$ cat config.mk
export PLATFORM = sky130hd
export DESIGN_NAME = ir_tx_scheduler
export DESIGN_NICKNAME = d
export VERILOG_FILES = /design/src/rtl/ir_tx_scheduler.sv
export SDC_FILE = /design/constraint.sdc
export NUM_CORES = 1
export LEC_CHECK = 0
export ABC_CLOCK_PERIOD_IN_PS = 4700
export BUFFER_PORTS_ARGS = -buffer_cell sky130_fd_sc_hd__clkbuf_2
export CAP_MARGIN = 15
export CORE_ASPECT_RATIO = 0.7
export CORE_MARGIN = 2
export CORE_UTILIZATION = 60
export DETAILED_ROUTE_END_ITERATION = 8
export GPL_TIMING_DRIVEN = 0
export PLACE_DENSITY = 0.82
export SYNTH_ARGS = -nofsm -noshare
export SYNTH_HDL_FRONTEND = slang
export SYNTH_SLANG_ARGS = --single-unit
export TNS_END_PERCENT = 10
$ cat constraint.sdc
create_clock -name iCLK_50 -period 4.7 [get_ports iCLK_50]
set_clock_uncertainty 0.2 [all_clocks]
set_input_delay 0 -clock iCLK_50 [delete_from_list [all_inputs] [get_ports iCLK_50]]
set_output_delay 0 -clock iCLK_50 [all_outputs]
set_load 0.03 [all_outputs]
$ cat src/rtl/ir_tx_scheduler.sv
// Two-requester NEC frame scheduler: round-robin enqueue into a small frame FIFO,
// then one-at-a-time dispatch to the IR transmitter with busy handshake, timeout and inter-frame gap.
module ir_tx_scheduler #(
    parameter int FIFO_DEPTH   = 4,
    parameter int GAP_CYCLES   = 50000,
    parameter int BUSY_TIMEOUT = 16
) (
    input  logic                          iCLK_50,
    input  logic                          iRST,
    input  logic                          iREQ0_VALID,
    input  logic [7:0]                    iREQ0_ADDR,
    input  logic [7:0]                    iREQ0_CMD,
    output logic                          oREQ0_READY,
    input  logic                          iREQ1_VALID,
    input  logic [7:0]                    iREQ1_ADDR,
    input  logic [7:0]                    iREQ1_CMD,
    output logic                          oREQ1_READY,
    output logic                          oTX_SEND,
    output logic [7:0]                    oTX_ADDRESS,
    output logic [7:0]                    oTX_COMMAND,
    input  logic                          iTX_BUSY,
    output logic [$clog2(FIFO_DEPTH):0]   oFIFO_COUNT,
    output logic                          oTIMEOUT
);

    localparam int AW   = $clog2(FIFO_DEPTH);
    localparam int TMAX = (GAP_CYCLES > BUSY_TIMEOUT) ? GAP_CYCLES : BUSY_TIMEOUT;
    localparam int TW   = $clog2(TMAX + 1);

    localparam logic [AW:0]   DEPTH_CNT = (AW+1)'(FIFO_DEPTH);
    localparam logic [AW:0]   CNT_ONE   = (AW+1)'(1'b1);
    localparam logic [AW-1:0] PTR_ONE   = AW'(1'b1);
    localparam logic [TW-1:0] TMR_ZERO  = TW'(1'b0);
    localparam logic [TW-1:0] TMR_ONE   = TW'(1'b1);
    // A zero gap still spends one cycle in GAP before returning to IDLE.
    localparam logic [TW-1:0] GAP_LAST  = (GAP_CYCLES == 0) ? TW'(1'b0) : TW'(GAP_CYCLES - 1);
    localparam logic [TW-1:0] BUSY_LAST = TW'(BUSY_TIMEOUT - 1);

    typedef enum logic [2:0] {
        IDLE      = 3'd0,
        LAUNCH    = 3'd1,
        WAIT_BUSY = 3'd2,
        WAIT_DONE = 3'd3,
        GAP       = 3'd4
    } state_t;

    state_t          state_r;
    logic [TW-1:0]   timer_r;
    logic [15:0]     fifoMem_r [FIFO_DEPTH];
    logic [AW-1:0]   wrPtr_r;
    logic [AW-1:0]   rdPtr_r;
    logic [AW:0]     count_r;
    logic            rrPtr_r;

    logic            spaceAvail_s;
    logic            grant0_s;
    logic            grant1_s;
    logic            push_s;
    logic            pop_s;
    logic [15:0]     pushData_s;

    // Arbitration and FIFO control; space is judged on the registered count only.
    always_comb begin
        spaceAvail_s = !iRST && (count_r < DEPTH_CNT);
        grant0_s     = spaceAvail_s && iREQ0_VALID && (!iREQ1_VALID || !rrPtr_r);
        grant1_s     = spaceAvail_s && iREQ1_VALID && (!iREQ0_VALID || rrPtr_r);
        push_s       = grant0_s || grant1_s;
        pop_s        = (state_r == IDLE) && (count_r != {(AW+1){1'b0}}) && !iTX_BUSY;
        if (grant1_s) begin
            pushData_s = {iREQ1_ADDR, iREQ1_CMD};
        end else begin
            pushData_s = {iREQ0_ADDR, iREQ0_CMD};
        end
    end

    assign oREQ0_READY = grant0_s;
    assign oREQ1_READY = grant1_s;
    assign oFIFO_COUNT = count_r;

    // Frame storage; contents are don't-care while the pointers say empty.
    always_ff @(posedge iCLK_50) begin
        if (push_s) begin
            fifoMem_r[wrPtr_r] <= pushData_s;
        end
    end

    // Queue pointers, occupancy and round-robin pointer.
    always_ff @(posedge iCLK_50) begin
        if (iRST) begin
            wrPtr_r <= {AW{1'b0}};
            rdPtr_r <= {AW{1'b0}};
            count_r <= {(AW+1){1'b0}};
            rrPtr_r <= 1'b0;
        end else begin
            if (push_s) begin
                wrPtr_r <= wrPtr_r + PTR_ONE;
                rrPtr_r <= grant0_s;
            end
            if (pop_s) begin
                rdPtr_r <= rdPtr_r + PTR_ONE;
            end
            if (push_s && !pop_s) begin
                count_r <= count_r + CNT_ONE;
            end else if (pop_s && !push_s) begin
                count_r <= count_r - CNT_ONE;
            end
        end
    end

    // Dispatch sequencer: launch, busy handshake with timeout, then the inter-frame gap.
    always_ff @(posedge iCLK_50) begin
        if (iRST) begin
            state_r     <= IDLE;
            timer_r     <= TMR_ZERO;
            oTX_SEND    <= 1'b0;
            oTX_ADDRESS <= 8'h00;
            oTX_COMMAND <= 8'h00;
            oTIMEOUT    <= 1'b0;
        end else begin
            oTX_SEND <= 1'b0;
            case (state_r)
                IDLE: begin
                    if (pop_s) begin
                        {oTX_ADDRESS, oTX_COMMAND} <= fifoMem_r[rdPtr_r];
                        oTX_SEND <= 1'b1;
                        state_r  <= LAUNCH;
                    end
                end
                LAUNCH: begin
                    // The launch cycle itself counts toward the busy timeout.
                    timer_r <= TMR_ONE;
                    state_r <= WAIT_BUSY;
                end
                WAIT_BUSY: begin
                    if (iTX_BUSY) begin
                        state_r <= WAIT_DONE;
                    end else if (timer_r >= BUSY_LAST) begin
                        oTIMEOUT <= 1'b1;
                        timer_r  <= TMR_ZERO;
                        state_r  <= GAP;
                    end else begin
                        timer_r <= timer_r + TMR_ONE;
                    end
                end
                WAIT_DONE: begin
                    if (!iTX_BUSY) begin
                        timer_r <= TMR_ZERO;
                        state_r <= GAP;
                    end
                end
                GAP: begin
                    if (timer_r >= GAP_LAST) begin
                        state_r <= IDLE;
                    end else begin
                        timer_r <= timer_r + TMR_ONE;
                    end
                end
                default: begin
                    state_r <= IDLE;
                end
            endcase
        end
    end

endmodule

==> impl_metrics.yaml, run 1 <==
run_status:
  status: "completed"
finish:
  postLayoutCellArea_sq_um: 5900
  layout.cells.non_filler: 639
  layout-drive-gt1-share_pct: 21.4
  antenna_cells: 0
  areaGrowthSynthToFinish_pct: 22.3
  fin_nets: 577
  n_fill_cell: 503
grt:
  grt_pass1_wl_mm: 18.3
  grt_max_degree: 18
  grt_antenna_before_repair: 0
  grt_pass1_vias: 3758
  grt-ovfl-total: 0
  groute.usage.overall_pct: 27.2
cts:
  clkLatencyLatePin_ps: 350
  clock_tree.htree_level_count: 3
  cts_buffers: 9
  clockBufferDepth: 2
  clockRootBuffer: "sky130_fd_sc_hd__clkbuf_16"
  cts_num_sinks: 109
  cts_setup_buffers: 0
  clk_transition_reported_paths_ps: 70
  cts_tree: "done"
power_and_ir_drop:
  irDropWorstVdd_v: 0.000291
  power-per-cell-area_nw_per_um2: 483
  total_leakage_power_uw: 0.00224
  pwr_total_uw: 2850
placed_design:
  placement.setup.worst_slack_ps: 1530
  dpl_cell_area_sq_um: 5250
  dpl.cell_count: 587
  gp_congestion: 0.917
  dp_hpwl_mm: 7.27
  portBuffers: 58
drt:
  ant_nets: 0
  vias_after_detailed_routing: 3849
  drc: 0
  totalWireLength_mm: 11.6
  routed_via_density: 6.02
  drt-initial-drc-count: 475
  drtPass1Iterations: 7
  avgRoutedWirePerCell_microns: 18.1
synthesis:
  ys.warnings.count: 0
  postSynthAreaPerCell_sq_um: 11.3
  post_synth_num_cell_types: 53
  synth_simple_gate_area_share_pct: 19.3
  synth_compound_gate_area_share_pct: 7.58
  synth-edff-count: 64
  yosys_register_bits: 109
  synthesis.area_sq_um: 4820
  synth-adder-area-share_pct: 1.97
  ys_seq_area_share_pct: 58.5
  synthArstFlopShare_pct: 0
  synth_xor_xnor_area_share_pct: 0.908
  combinational_family_with_the_most_area_after_synthesis: "simple AND/OR/NAND/NOR gates"
  synthMuxAreaShare_pct: 7.89
  synth.net_count: 472
  ys.flop_type: "sky130_fd_sc_hd__edfxtp_1"
  postSynthCellCount: 428
worst_setup_path:
  critical_path.max_fanout: 10
  timing.reg2reg.worst_path_depth: 11
  cp_data_required_time_ps: 4780
  cell_family_with_the_largest_share_of_critical_path_delay: "simple AND/OR/NAND/NOR gates"
  worst_setup_path_end_kind: "flop"
  startpoint_type: "flop"
  worst_endpoint_data_arrival_time_ps: 3280
  crit_path_cell_trace: "clkbuf_2, or2_2, nor4_4, inv_2, buf_2, ha_1, inv_1, fa_1, xor2_1, or3_1, a21oi_1"
  timing.setup.critical_path_class: "reg2reg"
  launch_point_of_the_worst_path: "state_r[0]"
  cp.buffers_inverters: 4
  timing.rr.start: "state_r[0]"
  cell_at_the_slowest_stage_of_the_critical_path: "sky130_fd_sc_hd__nor4_4"
  cpPeakStageDelay_ps: 620
  number_of_gates_on_the_worst_path_with_buffers_counted: 11
min_path:
  hold_depth: 4
  hold_path_startpoint: "iREQ1_VALID"
  hold_path_class: "in2reg"
timing:
  final_hold_viol_count: 0
  finalCriticalPeriod_ps: 3210
  slew_viol_final: 0
  final.period_utilization_pct: 68.2
  worstMarginPinSlew_ps: 958
  grt_setup_unrepaired: "false"
  clock.fmax_ghz: 0.312
  setup_slack_ps: 1490
  setup_violations: 0
  setup_total_negative_slack_ps: 0
  slew_headroom_pct: 35.9
floorplanning:
  floorplan.die_area_sq_um: 8780
  die_w_microns: 111
  floorplan.rows: 27
  core_area_sq_um: 7840
  die_height_microns: 79.0
  initial_utilization_pct: 61.5
  io_pins: 60
job:
  drv.max_cap_violation_count: 0
[logic make-up (layout without fill, tap and decap cells)]
logic type | Yosys count | count (layout)
AOI/OAI and AO/OA | 55 | 55
xor gates and xnor gates | 5 | 5
adders and majority gates | 7 | 7
buffers and inverters | 37 | 147
DFF | 109 | 109
muxes | 18 | 18
and+or+nand+nor | 197 | 197
[metrics by stage]
stage / hold WS (ps) / utilization [%]
finish: 139 / 75.2
global route: 187 / 75.2
CTS: 85.5 / 75.2
detailed placement: 80.6 / 67.0
global placement: 63.7 / 66.8
floorplan: -52.8 / -
[repair_timing]
| action | CTS | global route |
|---|---|---|
| hold buffers | 36 | 0 |
| hold endpoints to repair | 69 | 0 |
| gates resized for setup | 0 | 0 |
[final cells by class]
class                      instances  area [sq um]  area share (%)
timing repair buffer              94           651            11.0
tap                              101           126            2.14
inverter                          12          45.0           0.764
clock buffer                      11           253            4.29
multi-input combinational        282          1830            31.0
clock inverter                     5          33.8           0.573
sequential                       109          2820            47.9
buffer                            25           138            2.33
[final timing paths]
kind | endpoint | slack (ps)
max | oFIFO_COUNT[2] | 1490
min | wrPtr_r[0] | 140
max reg2reg | oFIFO_COUNT[2] | 1490
min reg2reg | oTX_ADDRESS[6] | 260
[layout by cell type (no fill, tap or decap), drive strengths merged, types with 3 or more instances in the layout]
master | netlist | layout
nand2 | 103 | 103
and3 | 5 | 5
edfxtp | 64 | 64
nand3 | 9 | 9
nand2b | 3 | 3
clkinv | 2 | 4
nand4 | 25 | 25
nor2 | 24 | 24
ha | 6 | 6
o21ai | 6 | 6
nor3 | 8 | 8
clkbuf | 12 | 81
nor2b | 7 | 7
xor2 | 3 | 3
buf | 13 | 13
inv | 10 | 11
dlygate4sd3 | 0 | 36
mux4 | 16 | 16
nor4 | 5 | 5
a31oi | 11 | 11
a21oi | 23 | 23
dfxtp | 45 | 45
[report_power, final]
part	switching, uW	internal [uW]
registers	64.0	1140
clock network	334	388
logic	569	350
total	966	1880
[state kept, by name, indices dropped and copies added, names as in the netlist]
| name | cells |
|---|---|
| rdPtr_r | 2 |
| oTIMEOUT | 1 |
| oTX_COMMAND | 8 |
| rrPtr_r | 1 |
| fifoMem_r | 64 |
| oFIFO_COUNT | 3 |
| oTX_SEND | 1 |
| timer_r | 16 |
| wrPtr_r | 2 |
| state_r | 3 |
| oTX_ADDRESS | 8 |
[metal layers]
metal / vias to the layer above / GRT usage [%] / routed length [microns]
met5: - / 0 / 0
met2: 210 / 46.2 / 5450
met1: 1840 / 35.3 / 4760
met3: 29 / 7.56 / 1150
met4: 0 / 7.04 / 212
li1: 1770 / - / -
[synthesized netlist by cell type, drive strengths merged (3+ instances only)]
cell type  number  area [sq um]
nand4          25           156
edfxtp         64          1920
ha              6          75.1
nand2         103           387
dfxtp          45           901
inv            10          37.5
clkbuf         12          46.3
xor2            3          26.3
o21ai           6          30.0
a21oi          23           126
mux4           16           360
nand3           9          45.0
nor4            5          61.3
nor2           24          92.6
nor3            8          40.0
nor2b           7          43.8
a31oi          11          68.8
and3            5          31.3
nand2b          3          18.8
buf            13          91.3
[worst register-to-register path, cell delays in order, from the launching register on]
cell,delay [ps]
sky130_fd_sc_hd__dfxtp_1,300
sky130_fd_sc_hd__clkbuf_2,160
sky130_fd_sc_hd__or2_2,350
sky130_fd_sc_hd__nor4_4,620
sky130_fd_sc_hd__inv_2,230
sky130_fd_sc_hd__buf_2,270
sky130_fd_sc_hd__ha_1,230
sky130_fd_sc_hd__inv_1,70
sky130_fd_sc_hd__fa_1,170
sky130_fd_sc_hd__xor2_1,80
sky130_fd_sc_hd__or3_1,310
sky130_fd_sc_hd__a21oi_1,140
(Power assumes the default switching activity.)
==> run 2, diff against run 1 <==
ABC_CLOCK_PERIOD_IN_PS = 2700   (was 4700)
CORE_UTILIZATION = 52   (was 60)
PLACE_DENSITY = 0.76   (was 0.82)
clock period = 2.7 ns   (was 4.7 ns; I/O delays follow)
==> impl_metrics.yaml, run 2 (synthesis results as in run 1) <==
min_path:
  hold_depth: 2
  whs_endpoint: "oTX_COMMAND[0]"
  hold_path_startpoint: "oTX_COMMAND[0]"
  hold_path_class: "reg2reg"
timing:
  setup_violations: 0
  grt_setup_unrepaired: "false"
  slew_headroom_pct: 32.3
  final_hold_viol_count: 0
  final.period_utilization_pct: 91.8
  clock.fmax_ghz: 0.404
  slew_viol_final: 0
  finalCriticalPeriod_ps: 2480
  worstMarginPinSlew_ps: 1010
  hold_slack_ps: 253
cts:
  cts_buffers: 9
  clkLatencyLatePin_ps: 350
  cts_num_sinks: 109
  clock_tree.htree_level_count: 3
  clockBufferDepth: 2
  cts_tree: "done"
  clk_transition_reported_paths_ps: 70
  clockRootBuffer: "sky130_fd_sc_hd__clkbuf_16"
floorplanning:
  die_w_microns: 119
  io_pins: 60
  core_area_sq_um: 9030
  die_height_microns: 84.6
  floorplan.rows: 29
  initial_utilization_pct: 53.4
  floorplan.die_area_sq_um: 10100
power_and_ir_drop:
  clock_share_of_power_pct: 26.9
  power_frac_comb_pct: 32.4
  switching_share_pct: 32.9
  p_int_uw: 3470
  power.net_switching_uw: 1700
  power-per-cell-area_nw_per_um2: 855
  seq_power_share_pct: 40.7
  irDropWorstVdd_v: 0.000475
  total_leakage_power_uw: 0.00229
worst_setup_path:
  flop2flop_setup_slack_ps: 230
  regToRegEndpoint: "oFIFO_COUNT[2]"
  worst_endpoint_data_arrival_time_ps: 2280
  cp_data_required_time_ps: 2500
  launch_point_of_the_worst_path: "oFIFO_COUNT[2]"
  cell_at_the_slowest_stage_of_the_critical_path: "sky130_fd_sc_hd__clkinvlp_4"
  cp.buffers_inverters: 2
  timing.reg2reg.worst_path_depth: 10
  timing.rr.start: "state_r[0]"
  worst_setup_path_end_kind: "primary output"
  startpoint_type: "flop"
  crit_path_cell_trace: "nor2_1, nand3_1, clkinvlp_4, clkbuf_2"
  critical_path.max_fanout: 17
  cpPeakStageDelay_ps: 510
  timing.setup.critical_path_class: "reg2out"
  cell_family_with_the_largest_share_of_critical_path_delay: "buffers and inverters"
drt:
  totalWireLength_mm: 11.6
  drc: 0
  ant_nets: 0
  routed_via_density: 5.68
  drt-initial-drc-count: 399
  drtPass1Iterations: 5
  vias_after_detailed_routing: 3787
  avgRoutedWirePerCell_microns: 17.4
job:
  drv.max_cap_violation_count: 0
grt:
  grt-ovfl-total: 0
  grt_pass1_vias: 3705
  grt_pass1_wl_mm: 18.6
  groute.usage.overall_pct: 24.2
  grt_antenna_before_repair: 0
  grt_max_degree: 19
finish:
  fin_nets: 582
  largest_register: "fifoMem_r"
  largestRegisters: "fifoMem_r x64, timer_r x16"
  areaGrowthSynthToFinish_pct: 25.2
  most-common-layout-cells: "103 x sky130_fd_sc_hd__nand2_1, 64 x sky130_fd_sc_hd__edfxtp_1, 59 x sky130_fd_sc_hd__clkbuf_2, 45 x sky130_fd_sc_hd__dfxtp_1, 37 x sky130_fd_sc_hd__dlygate4sd3_1"
  antenna_cells: 0
  postLayoutCellArea_sq_um: 6040
  layout-drive-gt1-share_pct: 22.5
  layout.cells.most_common: "sky130_fd_sc_hd__nand2_1"
  largest_register_ffs: 64
run_status:
  status: "completed"
placed_design:
  gp_congestion: 0.932
  portBuffers: 58
  dp_hpwl_mm: 7.29
  dpl_cell_area_sq_um: 5280
[run 2: changes by cell type in the layout (fill, tap and decap cells not counted), sizes merged]
cell         delta
buf             +5
clkbuf          -3
bufinv          +3
inv             -1
dlygate4sd3     +1
[run 2: power by group through the flow]
| stage | Sequential, uW | Clock [uW] | Combinational (uW) |
|---|---|---|---|
| 3_3_place_gp | 2120 | 0 | 1470 |
| 3_5_place_dp | 2130 | 0 | 1520 |
| 4_1_cts | 2100 | 1400 | 1580 |
| 5_1_grt | 2120 | 1460 | 1820 |
| 2_1_floorplan | 2270 | 0 | 949 |
| 6_report | 2100 | 1390 | 1670 |
[run 2: tightest hold or removal path: stages (launching register included)]
cell                      delay, ps
sky130_fd_sc_hd__dfxtp_1        310
sky130_fd_sc_hd__nand2_1         50
sky130_fd_sc_hd__a21oi_1         50
[run 2: stage by stage]
step | power (uW) | cells | util [%] | setup TNS, ps | setup WS, ps
after global routing | 5410 | 667 | 66.8 | 0 | 34.1
after detailed placement | 3640 | 610 | 58.5 | -1010 | -470
after CTS | 5070 | 662 | 66.0 | 0 | 10.8
final | 5160 | 667 | 66.8 | 0 | 223
after floorplan | 3220 | 428 | - | 0 | 27.2
after global placement | 3590 | 610 | 58.4 | -995 | -398
[run 2: area by class of cell]
type	count	area (sq um)
Fill cell	664	3000
Sequential cell	109	2820
Multi-Input combinational cell	282	1840
Timing Repair Buffer	102	713
Clock buffer	9	225
Tap cell	124	155
Buffer	22	125
Clock inverter	7	88.8
Inverter	12	62.6
[run 2: routing by layer]
metal	track usage (%)	vias to the layer above	share of wire [%]
met4	7.14	0	1.6
met2	39.2	164	47
met5	0	-	0
met3	7.88	18	9.0
li1	-	1783	-
met1	31.5	1822	42
[run 2: what timing repair did]
action,CTS,global route
endpoints found under the setup margin,3,26
setup buffers,1,6
endpoints found under the hold margin,69,1
hold buffers,36,1
gates cloned,0,0
resized for setup,1,7
pin swaps,1,1
[run 2: worst max-delay path by stage]
stage | slack [ps] | to | cells past startpoint
final | 220 | oREQ1_READY | 4
after floorplan | 30 | oFIFO_COUNT[2] | 11
after global routing | 30 | oFIFO_COUNT[2] | 10
after detailed placement | -470 | oFIFO_COUNT[2] | 11
after CTS | 10 | oREQ1_READY | 5
after global placement | -400 | oFIFO_COUNT[2] | 11
